File: config.mk
export PLATFORM = sky130hd
export DESIGN_NAME = prog_loader
export DESIGN_NICKNAME = d
export VERILOG_FILES = /design/src/rtl/prog_loader.sv
export SDC_FILE = /design/constraint.sdc
export NUM_CORES = 1
export LEC_CHECK = 0
export CELL_PAD_IN_SITES_DETAIL_PLACEMENT = 0
export CELL_PAD_IN_SITES_GLOBAL_PLACEMENT = 1
export CORE_ASPECT_RATIO = 1.1
export CORE_MARGIN = 4
export CORE_UTILIZATION = 46
export DETAILED_ROUTE_END_ITERATION = 12
export PLACE_DENSITY = 0.81
export RECOVER_POWER = 25
export SYNTH_ARGS = -nofsm -noshare
export SYNTH_HDL_FRONTEND = slang
export SYNTH_SLANG_ARGS = --single-unit
File: constraint.sdc
create_clock -name clk -period 3.2 [get_ports clk]
set_input_delay 0.32 -clock clk [delete_from_list [all_inputs] [get_ports clk]]
set_output_delay 0.32 -clock clk [all_outputs]
set_load 0.02 [all_outputs]
File: src/rtl/prog_loader.sv
// Boot-time program loader: streams a length-prefixed, XOR-checksummed image into
// instruction memory and keeps the CPU in reset until the image has been verified.
module prog_loader #(
    parameter int ADDR_WIDTH = 10
) (
    input  logic                  clk,
    input  logic                  rst,
    input  logic                  in_valid,
    input  logic [7:0]            in_data,
    output logic                  in_ready,
    input  logic                  restart,
    output logic                  mem_we,
    output logic [ADDR_WIDTH-1:0] mem_addr,
    output logic [31:0]           mem_wdata,
    output logic                  cpu_hold,
    output logic                  done,
    output logic                  error
);

    localparam int          WI        = ADDR_WIDTH - 1;
    localparam logic [16:0] MAX_WORDS = 17'(2 ** (ADDR_WIDTH - 2));

    typedef enum logic [2:0] {LEN0, LEN1, DATA, CHECK, DONE, ERROR} state_t;

    state_t                  state_q, state_d;
    logic [7:0]              len_lo_q, len_lo_d;
    logic [WI-1:0]           count_q, count_d;
    logic [WI-1:0]           word_idx_q, word_idx_d;
    logic [1:0]              byte_cnt_q, byte_cnt_d;
    logic [23:0]             asm_q, asm_d;
    logic [7:0]              csum_q, csum_d;
    logic                    mem_we_q, mem_we_d;
    logic [ADDR_WIDTH-1:0]   mem_addr_q, mem_addr_d;
    logic [31:0]             mem_wdata_q, mem_wdata_d;
    logic                    cpu_hold_q, cpu_hold_d;
    logic                    done_q, done_d;
    logic                    error_q, error_d;
    logic                    accept;
    logic [15:0]             n_full;

    assign in_ready = (state_q == LEN0 || state_q == LEN1 || state_q == DATA || state_q == CHECK)
                      && !restart;
    assign accept   = in_valid && in_ready;
    assign n_full   = {in_data, len_lo_q};

    always_comb begin
        state_d     = state_q;
        len_lo_d    = len_lo_q;
        count_d     = count_q;
        word_idx_d  = word_idx_q;
        byte_cnt_d  = byte_cnt_q;
        asm_d       = asm_q;
        csum_d      = csum_q;
        mem_we_d    = 1'b0;
        mem_addr_d  = mem_addr_q;
        mem_wdata_d = mem_wdata_q;
        cpu_hold_d  = cpu_hold_q;
        done_d      = done_q;
        error_d     = error_q;

        if (restart) begin
            state_d    = LEN0;
            csum_d     = 8'd0;
            word_idx_d = '0;
            byte_cnt_d = 2'd0;
            done_d     = 1'b0;
            error_d    = 1'b0;
            cpu_hold_d = 1'b1;
        end else if (accept) begin
            case (state_q)
                LEN0: begin
                    len_lo_d = in_data;
                    csum_d   = csum_q ^ in_data;
                    state_d  = LEN1;
                end
                LEN1: begin
                    csum_d = csum_q ^ in_data;
                    if ({1'b0, n_full} > MAX_WORDS) begin
                        state_d = ERROR;
                        error_d = 1'b1;
                    end else if (n_full == 16'd0) begin
                        state_d = CHECK;
                    end else begin
                        count_d = n_full[WI-1:0];
                        state_d = DATA;
                    end
                end
                DATA: begin
                    csum_d     = csum_q ^ in_data;
                    byte_cnt_d = byte_cnt_q + 2'd1;
                    // First three bytes are parked little-endian; the fourth completes the word.
                    if (byte_cnt_q == 2'd3) begin
                        mem_we_d    = 1'b1;
                        mem_addr_d  = {word_idx_q[WI-2:0], 2'b00};
                        mem_wdata_d = {in_data, asm_q};
                        word_idx_d  = word_idx_q + 1'b1;
                        if (word_idx_q + 1'b1 == count_q) begin
                            state_d = CHECK;
                        end
                    end else begin
                        asm_d[8*byte_cnt_q +: 8] = in_data;
                    end
                end
                CHECK: begin
                    if (in_data == csum_q) begin
                        state_d    = DONE;
                        done_d     = 1'b1;
                        cpu_hold_d = 1'b0;
                    end else begin
                        state_d = ERROR;
                        error_d = 1'b1;
                    end
                end
                default: ;
            endcase
        end
    end

    always_ff @(posedge clk or negedge rst) begin
        if (!rst) begin
            state_q     <= LEN0;
            len_lo_q    <= 8'd0;
            count_q     <= '0;
            word_idx_q  <= '0;
            byte_cnt_q  <= 2'd0;
            asm_q       <= 24'd0;
            csum_q      <= 8'd0;
            mem_we_q    <= 1'b0;
            mem_addr_q  <= '0;
            mem_wdata_q <= 32'd0;
            cpu_hold_q  <= 1'b1;
            done_q      <= 1'b0;
            error_q     <= 1'b0;
        end else begin
            state_q     <= state_d;
            len_lo_q    <= len_lo_d;
            count_q     <= count_d;
            word_idx_q  <= word_idx_d;
            byte_cnt_q  <= byte_cnt_d;
            asm_q       <= asm_d;
            csum_q      <= csum_d;
            mem_we_q    <= mem_we_d;
            mem_addr_q  <= mem_addr_d;
            mem_wdata_q <= mem_wdata_d;
            cpu_hold_q  <= cpu_hold_d;
            done_q      <= done_d;
            error_q     <= error_d;
        end
    end

    assign mem_we    = mem_we_q;
    assign mem_addr  = mem_addr_q;
    assign mem_wdata = mem_wdata_q;
    assign cpu_hold  = cpu_hold_q;
    assign done      = done_q;
    assign error     = error_q;

endmodule

==> flow_metrics.env <==
export IMPL_powerDensity_mw_per_mm2=450
export IMPL_yosys_top_cells_count="nand2_1, dfrtp_1, o21ai_0, nor2_1, xor2_1"
export IMPL_synth_most_common_cell="nand2_1"
export IMPL_fill_cells=944
export IMPL_insertion_delay_ns=0.39
export IMPL_drt_total_wl_um=10900
export IMPL_rsz0062_at_grt="no"
export IMPL_synth_cell_type_count=46
export IMPL_power_switching_mw=0.645
export IMPL_setup_ws_ns=0.840
export IMPL_relSlewSlack_pct=-17.8
export IMPL_critPathCaptureType="flop"
export IMPL_synthTopCellsByArea="dfrtp_1, nand2_1, xor2_1, o21ai_0, mux2_4"
export IMPL_critPathArrivalTime_ns=2.63
export IMPL_drc=0
export IMPL_grt_max_degree=72
export IMPL_combPwrFrac_pct=7.2
export IMPL_ctsHoldBuffers=0
export IMPL_dp_cells=683
export IMPL_period_share_pct=73.8
export IMPL_p_leak_nw=2.75
export IMPL_drt_initial_drc_count=196
export IMPL_critPathKind="flop to flop"
export IMPL_firstDrtPassIters=4
export IMPL_crit_path_top_delay_cell="dfrtp_1"
export IMPL_finalHoldViolations=0
export IMPL_reg2reg_depth=7
export IMPL_switching_share_pct=25.0
export IMPL_vias=3464
export IMPL_endpoint="state_q[2]"
export IMPL_syn_area_mm2=0.00483
export IMPL_crit_fanout=5
export IMPL_reg2reg_slack_ns=0.84
export IMPL_grt_overflow=0
export IMPL_hpwl_um=7680
export IMPL_cts_clk_slew_worst_paths_ns=0.10
export IMPL_ir_drop_v=0.000212
export IMPL_synth_main_ff_cell="dfrtp_1"
export IMPL_p_seq_share_pct=56.1
export IMPL_worst_setup_path_start_kind="flop"
export IMPL_crit_start="word_idx_q[0]"
export IMPL_cts_buffers=9
export IMPL_antenna_left=0
export IMPL_diodes=0
export IMPL_ioPinCount=59
export IMPL_crit_path_max_incr_delay_ns=0.50
export IMPL_place_ws_ns=0.641
export IMPL_outcome="finished with violations"
export IMPL_cts_tree="yes"
export IMPL_viasPerCell=4.96
export IMPL_die_area_mm2=0.0122
export IMPL_drv_cap=1
export IMPL_crit_required_ns=3.47
export IMPL_nets=572
export IMPL_yosysWarnings=0
export IMPL_path_cells="ha_1, nand3_1, or4b_1, a31oi_1, a311oi_1, nor2_1, mux2_1"
export IMPL_synth_top_area_cell="dfrtp_1"
export IMPL_core_mm2=0.0101
export IMPL_ys_ff_latch=107
export IMPL_grtUsageTotal_pct=19.6
export IMPL_r2r_end="state_q[2]"
export IMPL_fin_setup_tns_ns=0
export IMPL_multi_input_area_mm2=0.00200
export IMPL_die_y_um=115
export IMPL_regArea_mm2=0.00268
export IMPL_gp_congestion=0.906
export IMPL_finalMaxSlewViolations=71
export IMPL_ctsResizeCount=0
export IMPL_ys_seq_area_share_pct=55.5
export IMPL_drive_gt1_share_pct=9.30
export IMPL_first_global_vias=3621
export IMPL_synth_edf_count=0
export IMPL_synth_avg_cell_area_um2=9.58
export IMPL_fmax_ghz=0.424
export IMPL_antenna_found_initial=0
export IMPL_stdcell_count=699
export IMPL_min_path_type="primary input to asynchronous set/reset pin"
export IMPL_clock_skew_ns=0.0127
export IMPL_area_growth_pct=18.8
export IMPL_cts_root_buf="clkbuf_8"
export IMPL_cts_path_max_buffers=2
export IMPL_failed_checks="max-capacitance violations, max-slew violations"
export IMPL_cts_sinks=107
export IMPL_synthCells=504
export IMPL_hold_ws_ns=0.408
export IMPL_fp_dieW_um=106
export IMPL_worst_pin_slew_ns=1.77
export IMPL_synth_top_cell_area_share_pct=54.9
export IMPL_h_tree_depth=3
export IMPL_reg2reg_from="word_idx_q[0]"
export IMPL_portBuffers=56
export IMPL_wl_per_cell_um=15.6
export IMPL_intPower_mw=1.94
export IMPL_grt_pass1_wl_um=18700
export IMPL_clock_power_share_pct=36.7
export IMPL_final_setup_viol_count=0
export IMPL_async_flop_share_pct=100
export IMPL_start_util_pct=47.9
export IMPL_row_count=38
export IMPL_post_route_min_period_ns=2.36
export IMPL_post_cts_buffers=0
worst min path at each step:
stage | startpoint | endpoint | slack (ns)
floorplan | rst | asm_q[0] | 0.02
detailed placement | asm_q[8] | mem_wdata[8] | 0.45
global placement | asm_q[18] | mem_wdata[18] | 0.45
finish | rst | asm_q[1] | 0.41
CTS | rst | word_idx_q[7] | 0.09
global route | mem_wdata[15] | mem_wdata[15] | 0.51
metrics by stage:
step	instance area (µm²)	power, mW	util (%)
after CTS	5740	2.61	57.0
after floorplan	4830	1.57	-
final	5740	2.58	56.9
after global placement	5510	1.66	54.7
after global routing	5740	2.69	56.9
after detailed placement	5510	1.66	54.7
power by group through the flow:
stage	Clock, mW	Combinational [mW]	Sequential (mW)
after CTS	0.972	0.190	1.45
after global routing	1.03	0.208	1.45
after detailed placement	0	0.188	1.47
after floorplan	0	0.115	1.46
final	0.946	0.187	1.45
after global placement	0	0.184	1.47
kinds of logic (layout without fill, tap and decap cells):
kind of cell | count (synthesis) | after routing | synth area share, %
simple gates | 258 | 258 | 22.5
flops | 107 | 107 | 55.5
compound gates | 43 | 43 | 5.11
xor+xnor | 38 | 38 | 6.89
buf+inv | 32 | 86 | 3.29
mux | 19 | 19 | 5.11
fa+ha+maj | 6 | 6 | 1.55
other cells | 1 | 2 | 0.0777
sequential cells by signal, summed over array words and instances (netlist names):
signal and count:
state_q 3, mem_we 1, mem_addr 8, word_idx_q 9, csum_q 8, done 1, count_q 9, mem_wdata 32
error 1, len_lo_q 8, cpu_hold 1, asm_q 24, byte_cnt_q 2
metal layers:
layer	GRT usage, %	part of all wire (%)	vias to the layer above
li1	-	-	1714
met1	27.1	46	1673
met2	31.1	48	63
met3	3.68	3.9	14
met4	7.43	1.8	0
met5	0	0	-
worst max-delay path: cells and delay by family, from the launching register on:
family / cells / cell delay [ns]
adders and majority gates: 1 / 0.33
and+or+nand+nor: 3 / 0.79
muxes: 1 / 0.33
AOI/OAI and AO/OA: 2 / 0.29
DFF: 1 / 0.50
cells in the final DEF (no fill, tap or decap), drive strengths merged, types with 2 or more instances in the layout:
cell type / n
nand2: 201
dfrtp: 106
clkdlybuf4s50: 55
o21ai: 32
nor2: 30
xor2: 23
mux2: 18
xnor2: 15
clkbuf: 10
buf: 9
inv: 9
nand3: 7
ha: 6
nor4: 4
nor3b: 3
nor2b: 3
nand4: 3
or4: 2
a21oi: 2
a41oi: 2
conb: 2
bufinv: 2
cell type report:
class                      count  area share, %
inverter                       5          0.327
multi-input combinational    366           34.8
clock buffer                   9           2.16
sequential                   107           46.7
timing repair buffer          65           11.1
clock inverter                 7           1.85
tap                          140           3.05
(Power assumes the default switching activity.)
